[config.mk]
export PLATFORM = sky130hd
export DESIGN_NAME = rand_range_sampler
export DESIGN_NICKNAME = d
export VERILOG_FILES = /design/src/rtl/rand_pkg.sv /design/src/rtl/rand_fifo.sv /design/src/rtl/rand_range_sampler.sv
export SDC_FILE = /design/constraint.sdc
export NUM_CORES = 1
export LEC_CHECK = 0
export ABC_AREA = 0
export BUFFER_PORTS_ARGS = -buffer_cell sky130_fd_sc_hd__buf_2
export CAP_MARGIN = 20
export CORE_UTILIZATION = 54
export CTS_CLUSTER_SIZE = 16
export DETAILED_ROUTE_END_ITERATION = 12
export PLACE_DENSITY_LB_ADDON = 0.08
export SLEW_MARGIN = 10
export SYNTH_ARGS = -nofsm -noshare
export SYNTH_HDL_FRONTEND = slang
export SYNTH_SLANG_ARGS = --single-unit
[constraint.sdc]
create_clock -name clk -period 5.2 [get_ports clk]
set_input_delay 1.3 -clock clk [delete_from_list [all_inputs] [get_ports clk]]
set_output_delay 1.3 -clock clk [all_outputs]
set_load 0.005 [all_outputs]
[src/rtl/rand_pkg.sv]
// Shared definitions for the range sampler slice.
//
// Contents:
//   LANES, LANE_W - geometry of the incoming LFSR state (4 lanes x 16 bits)
//   state_t       - sampler FSM states (IDLE, WARM, RUN)
//   mask_for()    - rejection mask for a given range bound
package rand_pkg;

    localparam int LANES  = 4;
    localparam int LANE_W = 16;

    typedef enum logic [1:0] {
        IDLE = 2'd0,
        WARM = 2'd1,
        RUN  = 2'd2
    } state_t;

    // Smallest all-ones mask covering limit-1. This is done by smearing the
    // top set bit of (limit-1) downward. A bound of 0 selects the full 16-bit
    // range. A bound of 1 yields mask 0, so every sample collapses to 0.
    function automatic logic [LANE_W-1:0] mask_for(input logic [LANE_W-1:0] limit);
        logic [LANE_W-1:0] v;
        v = limit - 16'd1;
        v = v | (v >> 1);
        v = v | (v >> 2);
        v = v | (v >> 4);
        v = v | (v >> 8);
        if (limit == '0) begin
            v = '1;
        end
        return v;
    endfunction

endpackage

[src/rtl/rand_fifo.sv]
// Small synchronous FIFO holding accepted samples.
//
// Ports:
//   clk, reset - clock and synchronous active-high reset
//   wr_en      - push wr_data (ignored when full)
//   wr_data    - sample to push
//   rd_en      - pop head (ignored when empty)
//   flush      - empty the FIFO this edge, overriding push/pop
//   full       - DEPTH entries held (evaluated before any same-cycle pop)
//   empty      - no entries held
//   head       - oldest entry, stable until popped
module rand_fifo #(
    parameter int DEPTH = 4,
    parameter int W     = 16
) (
    input  logic         clk,
    input  logic         reset,
    input  logic         wr_en,
    input  logic [W-1:0] wr_data,
    input  logic         rd_en,
    input  logic         flush,
    output logic         full,
    output logic         empty,
    output logic [W-1:0] head
);

    localparam int AW = $clog2(DEPTH);
    localparam logic [AW:0] FULL_CNT = (AW + 1)'(DEPTH);

    logic [W-1:0]  mem [DEPTH];
    logic [AW-1:0] wr_ptr;
    logic [AW-1:0] rd_ptr;
    logic [AW:0]   count;
    logic          do_wr;
    logic          do_rd;

    assign full  = (count == FULL_CNT);
    assign empty = (count == '0);
    assign head  = mem[rd_ptr];

    // Full is taken before the pop, so a push into a full FIFO is refused
    // even if the consumer drains an entry on the same edge.
    assign do_wr = wr_en && !full;
    assign do_rd = rd_en && !empty;

    // Storage, pointers and occupancy. Storage is cleared on reset so the
    // head reads as zero out of reset.
    always_ff @(posedge clk) begin
        if (reset) begin
            wr_ptr <= '0;
            rd_ptr <= '0;
            count  <= '0;
            for (int i = 0; i < DEPTH; i++) begin
                mem[i] <= '0;
            end
        end else if (flush) begin
            wr_ptr <= '0;
            rd_ptr <= '0;
            count  <= '0;
        end else begin
            if (do_wr) begin
                mem[wr_ptr] <= wr_data;
                wr_ptr      <= wr_ptr + AW'(1);
            end
            if (do_rd) begin
                rd_ptr <= rd_ptr + AW'(1);
            end
            if (do_wr && !do_rd) begin
                count <= count + (AW + 1)'(1);
            end else if (do_rd && !do_wr) begin
                count <= count - (AW + 1)'(1);
            end
        end
    end

endmodule

[src/rtl/rand_range_sampler.sv]
// Turns the free-running 64-bit LFSR state into uniform integers in
// [0, limit) by mask-and-reject sampling. Accepted samples are buffered in a
// small FIFO and delivered over a valid/ready handshake. After reset,
// re-enable or reconfiguration, WARMUP cycles are discarded before sampling.
//
// Optional feature: define RAND_SAMPLER_STATS_EN to add the rej_cnt port.
//
// Ports:
//   clk, reset  - clock and synchronous active-high reset
//   en          - sampling enable; low forces IDLE (buffered samples kept)
//   rnd_in      - LFSR state, lane i = rnd_in[16i+15:16i]
//   cfg_limit   - range bound, 0 = full 16-bit range
//   cfg_load    - strobe: latch cfg_limit, flush FIFO, re-warm
//   out_data    - head sample, valid when out_valid
//   out_valid   - FIFO not empty
//   out_ready   - consumer accepts when out_valid && out_ready
//   busy        - sampler is not in RUN
//   rej_cnt     - (RAND_SAMPLER_STATS_EN only) saturating count of cycles
//                 in which all four lanes were rejected
module rand_range_sampler
    import rand_pkg::*;
#(
    parameter int DEPTH  = 4,
    parameter int WARMUP = 8
) (
    input  logic                    clk,
    input  logic                    reset,
    input  logic                    en,
    input  logic [LANES*LANE_W-1:0] rnd_in,
    input  logic [LANE_W-1:0]       cfg_limit,
    input  logic                    cfg_load,
    output logic [LANE_W-1:0]       out_data,
    output logic                    out_valid,
    input  logic                    out_ready,
    output logic                    busy
`ifdef RAND_SAMPLER_STATS_EN
    ,
    output logic [LANE_W-1:0]       rej_cnt
`endif
);

    localparam int WCW = (WARMUP > 1) ? $clog2(WARMUP) : 1;
    localparam logic [WCW-1:0] WARM_LAST = WCW'(WARMUP - 1);

    state_t            state;
    logic [LANE_W-1:0] limit_q;
    logic [LANE_W-1:0] mask_q;
    logic [1:0]        lane_ptr;
    logic [WCW-1:0]    warm_cnt;

    logic [LANE_W-1:0] lanes [LANES];
    logic [1:0]        idx;
    logic              hit;
    logic [1:0]        hit_lane;
    logic [LANE_W-1:0] hit_data;
    logic              run_ok;
    logic              fifo_full;
    logic              fifo_empty;
    logic              wr;

    for (genvar g = 0; g < LANES; g++) begin : g_lane
        assign lanes[g] = rnd_in[g*LANE_W +: LANE_W];
    end

    // Round-robin scan starting at lane_ptr: the first lane whose masked
    // value falls below the bound wins. A zero bound accepts everything.
    always_comb begin
        hit      = 1'b0;
        hit_lane = lane_ptr;
        hit_data = '0;
        idx      = lane_ptr;
        for (int k = 0; k < LANES; k++) begin
            idx = lane_ptr + 2'(k);
            if (!hit && ((limit_q == '0) || ((lanes[idx] & mask_q) < limit_q))) begin
                hit      = 1'b1;
                hit_lane = idx;
                hit_data = lanes[idx] & mask_q;
            end
        end
    end

    // A reconfiguration strobe or a dropped enable suppresses the write.
    assign run_ok = (state == RUN) && en && !cfg_load;
    assign wr     = run_ok && hit && !fifo_full;

    // Sampler FSM. cfg_load outranks everything but reset; a low enable
    // parks the FSM in IDLE without touching the FIFO.
    always_ff @(posedge clk) begin
        if (reset) begin
            state    <= IDLE;
            busy     <= 1'b1;
            limit_q  <= '0;
            mask_q   <= 16'hFFFF;
            lane_ptr <= '0;
            warm_cnt <= '0;
        end else if (cfg_load) begin
            limit_q  <= cfg_limit;
            mask_q   <= mask_for(cfg_limit);
            warm_cnt <= '0;
            busy     <= 1'b1;
            state    <= en ? WARM : IDLE;
        end else if (!en) begin
            state <= IDLE;
            busy  <= 1'b1;
        end else begin
            case (state)
                IDLE: begin
                    state    <= WARM;
                    warm_cnt <= '0;
                end
                WARM: begin
                    warm_cnt <= warm_cnt + WCW'(1);
                    if (warm_cnt == WARM_LAST) begin
                        state <= RUN;
                        busy  <= 1'b0;
                    end
                end
                RUN: begin
                    if (wr) begin
                        lane_ptr <= hit_lane + 2'd1;
                    end
                end
                default: begin
                    state <= IDLE;
                    busy  <= 1'b1;
                end
            endcase
        end
    end

    rand_fifo #(
        .DEPTH (DEPTH),
        .W     (LANE_W)
    ) u_fifo (
        .clk     (clk),
        .reset   (reset),
        .wr_en   (wr),
        .wr_data (hit_data),
        .rd_en   (out_valid && out_ready),
        .flush   (cfg_load),
        .full    (fifo_full),
        .empty   (fifo_empty),
        .head    (out_data)
    );

    assign out_valid = !fifo_empty;

`ifdef RAND_SAMPLER_STATS_EN
    logic [LANE_W-1:0] rej_q;

    // Counts sampling opportunities that were lost purely to rejection,
    // not to a full FIFO. Saturates rather than wrapping.
    always_ff @(posedge clk) begin
        if (reset || cfg_load) begin
            rej_q <= '0;
        end else if (run_ok && !fifo_full && !hit && (rej_q != 16'hFFFF)) begin
            rej_q <= rej_q + 16'd1;
        end
    end

    assign rej_cnt = rej_q;
`endif

endmodule
# Word level (Yosys, flattened, before mapping)
# Memory sizes are Yosys's and may differ from the RTL's. A register that Yosys moved wholly into a read port is not among the register bits.
# Cells that the tools add are included.
dict set report word_totals {
  wordCells 133
  in_bits 85
  mem_bits_rw 64
  regBits 47
  memories 1
}
# name depth width read_ports rd_ports_with_merged_regs wr line
set mem_list {}
lappend mem_list {u_fifo.mem 4 16 1 1 4 rand_fifo.sv:30} ;# logic [W-1:0] mem [DEPTH];
dict set report classes {
  bitwise_logic 15
  add_sub_neg 10
  muxes 45
  n_eq_ne 7
  n_reduce_logical 38
  magnitude_cmp 8
}
# operator n
set ops {}
lappend ops {{two-way mux 16 bit} 14}
lappend ops {{binary-select mux 16 bit (select 2 bit)} 4}
lappend ops {{bitwise AND 16 bit} 4}
lappend ops {{less-than comparator 16 bit} 4}
lappend ops {{zero test 16 bit} 2}
lappend ops {{two-way mux 2 bit} 9}
lappend ops {{OR 16 x 12 -> 16 bit} 1}
lappend ops {{OR 16 x 14 -> 16 bit} 1}
lappend ops {{OR 16 x 15 -> 16 bit} 1}
lappend ops {{OR 16 x 8 -> 16 bit} 1}
lappend ops {{OR reduction 16 bit} 1}
lappend ops {{subtractor 16 x 1 -> 16 bit, second input constant} 1}
lappend ops {{two-way mux 1 bit} 13}
lappend ops {{>= comparator 3 bit, second input constant} 4}
lappend ops {{logical AND 1 bit} 12}
lappend ops {{inverter 2 -> 3 bit} 4}
lappend ops {{adder 2 x 1 -> 2 bit, second input constant} 4}
lappend ops {{zero test 1 bit} 8}
lappend ops {{adder 3 x 1 -> 3 bit, second input constant} 2}
lappend ops {{equality test 3 bit, second input constant} 2}
lappend ops {{two-way mux 3 bit} 2}
lappend ops {{case mux 2 bit (3 select lines)} 1}
lappend ops {{case mux 3 bit (2 select lines)} 1}
lappend ops {{AND reduction 2 bit} 3}
lappend ops {{16 further kinds} 24}

# Logic depth before layout (Yosys ltp)
dict set report logic_depth {
  word_depth 26
  mapped_depth 22
  ltp_nobuf 18
}

# Modules after synthesis
# Synthesis repeated with hierarchy kept, for this count alone.
dict set report unflattened {
  hier_cells 885
  hier_area_um2 8912.3
}
# mod cells_per_inst area_per_inst_um2 n_inst
set modules_own_cells {}
lappend modules_own_cells {rand_range_sampler 684 5675.4 1}
lappend modules_own_cells {rand_fifo 201 3236.9 1}

# Worst setup path after synthesis
# Ideal clock, no wire load.
dict set report synth_path {
  path_kind {input to register}
  start {in rnd_in[3]}
  end {mem u_fifo.mem[3][0], enable pin}
  required_time_ps 4786
  t_arrival_ps 4787
  cell_stages 9
  setup_time_ps 414
  setup_slack_ps -1
  path_cell_list {mux4_2 -> and2_1 -> ha_1 -> a211o_1 -> o311ai_0 -> nand3_1 -> o21ai_2 -> o31ai_1 -> o31ai_1}
}
# element line
set synth_rtl {}
lappend synth_rtl {{start, declared} rand_range_sampler.sv:29} ;# input logic [LANES*LANE_W-1:0] rnd_in,
lappend synth_rtl {{end, declared} rand_fifo.sv:30}

# Worst setup path after layout
dict set report layout_path {
  start {in rnd_in[11]}
  end {reg u_fifo.count[2]}
}
dict set report layout_via {
  elab_chain_cells 22
  elab_cells_between_ends 42
  cone_classes {order compare: 4; mux: 17; bitwise: 4; reduce/logical: 17}
}
# element line
set layout_lines {}
lappend layout_lines {{binary-select mux 16 bit (select 2 bit)} rand_range_sampler.sv:74} ;# if (!hit && ((limit_q == '0) || ((lanes[idx] & mask_q) < limit_q))) begin
lappend layout_lines {{two-way mux 16 bit (implied by the code) (2 in series)} rand_range_sampler.sv:74}
lappend layout_lines {{bitwise AND 16 bit} rand_range_sampler.sv:74}
lappend layout_lines {{less-than comparator 16 bit} rand_range_sampler.sv:74}
lappend layout_lines {{logical OR 1 bit} rand_range_sampler.sv:74}
lappend layout_lines {{two-way mux 1 bit} rand_range_sampler.sv:74}
lappend layout_lines {{zero test 1 bit} rand_range_sampler.sv:74}
lappend layout_lines {{logical AND 1 bit} rand_range_sampler.sv:74}
lappend layout_lines {{(+5 left out)} --}
lappend layout_lines {{logical AND 1 bit} rand_range_sampler.sv:74}
lappend layout_lines {{two-way mux 1 bit (*)} rand_range_sampler.sv:74}
lappend layout_lines {{logical AND 1 bit (*) (2 in series)} rand_range_sampler.sv:84} ;# assign wr = run_ok && hit && !fifo_full;
lappend layout_lines {{logical AND 1 bit (*)} rand_fifo.sv:43} ;# assign do_wr = wr_en && !full;
lappend layout_lines {{via u_fifo.do_wr} rand_fifo.sv:34} ;# logic do_wr;
lappend layout_lines {{zero test 1 bit} rand_fifo.sv:70} ;# end else if (do_rd && !do_wr) begin
lappend layout_lines {{logical AND 1 bit} rand_fifo.sv:70}
lappend layout_lines {{nonzero test 2 bit (no source line)} --}
lappend layout_lines {{end signal, assigned} rand_fifo.sv:69} ;# count <= count + (AW + 1)'(1);
lappend layout_lines {{end signal, assigned} rand_fifo.sv:71} ;# count <= count - (AW + 1)'(1);
lappend layout_lines {{end, declared} rand_fifo.sv:33} ;# logic [AW:0] count;
# Mark *: on every way through the listed nets, which the timed path passes. The rest lies on a longest branch. The select of a mux whose other input is x is not followed.
# A chain may end at the register's enable or synchronous reset.

==> reports/metrics.cfg <==
[synth]
yosys-top-cells-area = edfxtp_1, mux4_2, dfxtp_1
synthesis.nets = 1054
async_flop_share_pct = 0
ys_seq_elements = 113
yosys-top-cells-count = a21oi_1, nor2_1, ha_1
synth_ff_type = edfxtp_1
avgSynthCellArea_um2 = 9.87
syn-instance-count = 902
synth.top_cell.area_share_pct = 21.6
yosys.area.top_type = edfxtp_1
synth_most_common_cell = a21oi_1
yosysSeqAreaShare_pct = 32.6
synth_warnings = 0
yosysUniqueCellTypes = 70
syn_area_mm2 = 0.00890
synth-edff-count = 64

[worst_setup_path]
start_kind = primary input
r2r_cells = 17
endpoint_kind = register
reg2reg_to = u_fifo.count[2]
worstPathRequired_ns = 5.54
path_class = in -> reg
crit_path_max_fanout = 6
reg2reg_from = lane_ptr[0]
rrSetupSlack_ns = 0.60
worstPathArrival_ns = 5.00

[global_routing]
grt-ovfl-total = 0
grt_pass1_wl_um = 39900
grt_usage_pct = 31.5
grt_pass1_vias = 7341
grt_max_degree = 57
antenna_found_initial = 0

[clock_tree]
cts_setup_buffers = 0
path_clk_slew_ns = 0.06
cts-root-buf = clkbuf_16
clock_sinks = 113
numCtsBuffers = 17
htreeDepth = 4
post_cts_resized = 0
cts_hold_buf = 0
clk_path_buf_depth = 2
worstSkewPairLatency_ns = 0.42
cts_tree = yes

[timing]
fin_skew_ns = 0.00920
rsz0062_at_grt = no
slew_headroom_pct = 49.2
period_minus_slack_ns = 4.66
tightest_slew_ns = 0.760
hold_viol = 0
max_freq_ghz = 0.215
fin_crit_sh_pct = 89.7
slew_viol_final = 0
fin_ws_ns = 0.538
tns_ns = 0
setup_viol = 0

[run_status]
outcome = finished, final reports clean

[power]
p_total_uw = 2660
powerDensity_mw_per_mm2 = 259
ir_drop_uv = 243
p_leak_uw = 0.00391

[final_layout]
nNetsFinal = 1152
area_growth_pct = 15.6
diodes = 0
layout-drive-gt1-share_pct = 25.8
n_fill_cell = 1379

[route]
vias_per_cell = 6.27
first_pass_iters = 5
num_vias = 7700
drc = 0
first_iter_violations = 501
ant_nets = 0
routedWlPerCell_um = 20.5
wl_um = 25100

[floorplanning]
pin_count = 103
initial_core_util_pct = 55.6
row_count = 46
die_area_mm2 = 0.0170
die_width_um = 130
die_y_um = 130
core_mm2 = 0.0160

[hold_path]
holdCritStartpoint = warm_cnt[1]
hp-class = reg -> reg
hold_depth = 2
worstHoldEndpoint = warm_cnt[1]

[place]
port_buffers = 102
hpwl_um = 19300
gp_congestion = 0.952
pre_cts_slack_ns = 0.179

[run]
maxCapViolations = 0

==> cell usage in the layout (no fill, tap or decap), types with 6 or more instances in the layout <==
master and n:
buf_2 102, nand2_1 61, edfxtp_1 64, or3_1 7, o21ai_0 15, mux2i_1 38, nand2b_1 6, mux2_2 16
a211oi_1 7, inv_1 30, nand3_1 9, nand4_1 40, buf_4 29, nor2_1 72, clkbuf_16 17, dfxtp_1 47
and2_1 32, nor3_1 7, xor2_1 6, xnor2_1 7, a31o_2 15, mux4_2 47, a21oi_1 121, ha_1 66
o211a_1 16, nor2b_1 21, nor4_1 12
==> state kept, by name (all words and copies together), names as in the netlist, named ones only <==
register,flops
busy,1
lane_ptr,2
limit_q,16
mask_q,16
state,2
u_fifo.count,3
u_fifo.mem,64
u_fifo.rd_ptr,2
u_fifo.wr_ptr,2
warm_cnt,3
==> how the worst max path moves through the flow <==
| stage | startpoint | end | slack (ns) | depth (start not counted) |
|---|---|---|---|---|
| CTS | rnd_in[9] | u_fifo.count[2] | 0.60 | 17 |
| floorplan | rnd_in[3] | u_fifo.count[2] | 0.43 | 15 |
| detailed placement | rnd_in[9] | u_fifo.count[2] | 0.18 | 17 |
| global route | lane_ptr[0] | u_fifo.count[2] | 0.30 | 17 |
| finish | rnd_in[11] | u_fifo.count[2] | 0.54 | 17 |
| global placement | rnd_in[11] | u_fifo.count[2] | 0.24 | 17 |
==> metrics by stage <==
stage | hold WS, ns | std cells | util, % | instance area, um2
2_1_floorplan | 0.436 | 902 | - | 8910
3_3_place_gp | 0.443 | 1196 | 60.7 | 9720
3_5_place_dp | 0.451 | 1196 | 60.7 | 9720
4_1_cts | 0.459 | 1228 | 64.2 | 10300
5_1_grt | 0.489 | 1229 | 64.3 | 10300
6_report | 0.458 | 1229 | 64.3 | 10300
==> cells by family after synthesis <==
logic type | Yosys count | synth area share [%]
multiplexers | 101 | 18.2
buffers and inverters | 85 | 3.93
flip-flops | 113 | 32.6
XOR/XNOR | 13 | 1.28
AO/OA/AOI/OAI | 230 | 17.2
adder cells (fa/ha/maj) | 67 | 9.50
AND/OR/NAND/NOR | 293 | 17.3
==> per-layer routing <==
layer | share of wire (%) | vias to the layer above | track usage, % | routed length (um)
met5 | 0 | - | 0 | 0
met4 | 3.0 | 0 | 11.9 | 749
met3 | 6.5 | 57 | 6.60 | 1640
met2 | 46 | 290 | 49.1 | 11600
met1 | 44 | 3672 | 43.3 | 11100
li1 | - | 3681 | - | -
==> area by class of cell <==
class                   instances  area, um2  share of cell area, %
clock inverters                13        114                   1.11
clock buffers                  19        443                   4.31
well taps                     216        270                   2.63
flip-flops and latches        113       2910                   28.3
multi-input cells             704       5660                   55.0
inverters                      30        113                   1.09
repair buffers                134        783                   7.61
==> where the power goes <==
part / switching [uW] / internal [uW]
Clock: 438 / 668
Sequential: 14.8 / 967
Combinational: 354 / 221
Total: 807 / 1860
==> critical path, stage by stage <==
cell	delay, ns
buf_2	0.11
mux4_2	0.44
and2_1	0.18
ha_1	0.31
a21oi_1	0.15
o21ai_0	0.15
a221oi_1	0.47
nand3_1	0.19
o21ai_2	0.22
o31ai_1	0.15
inv_1	0.08
ha_1	0.18
inv_1	0.06
fa_1	0.37
xor2_1	0.18
or3_1	0.31
a21oi_1	0.15
Power figures use the tool's default switching activity.
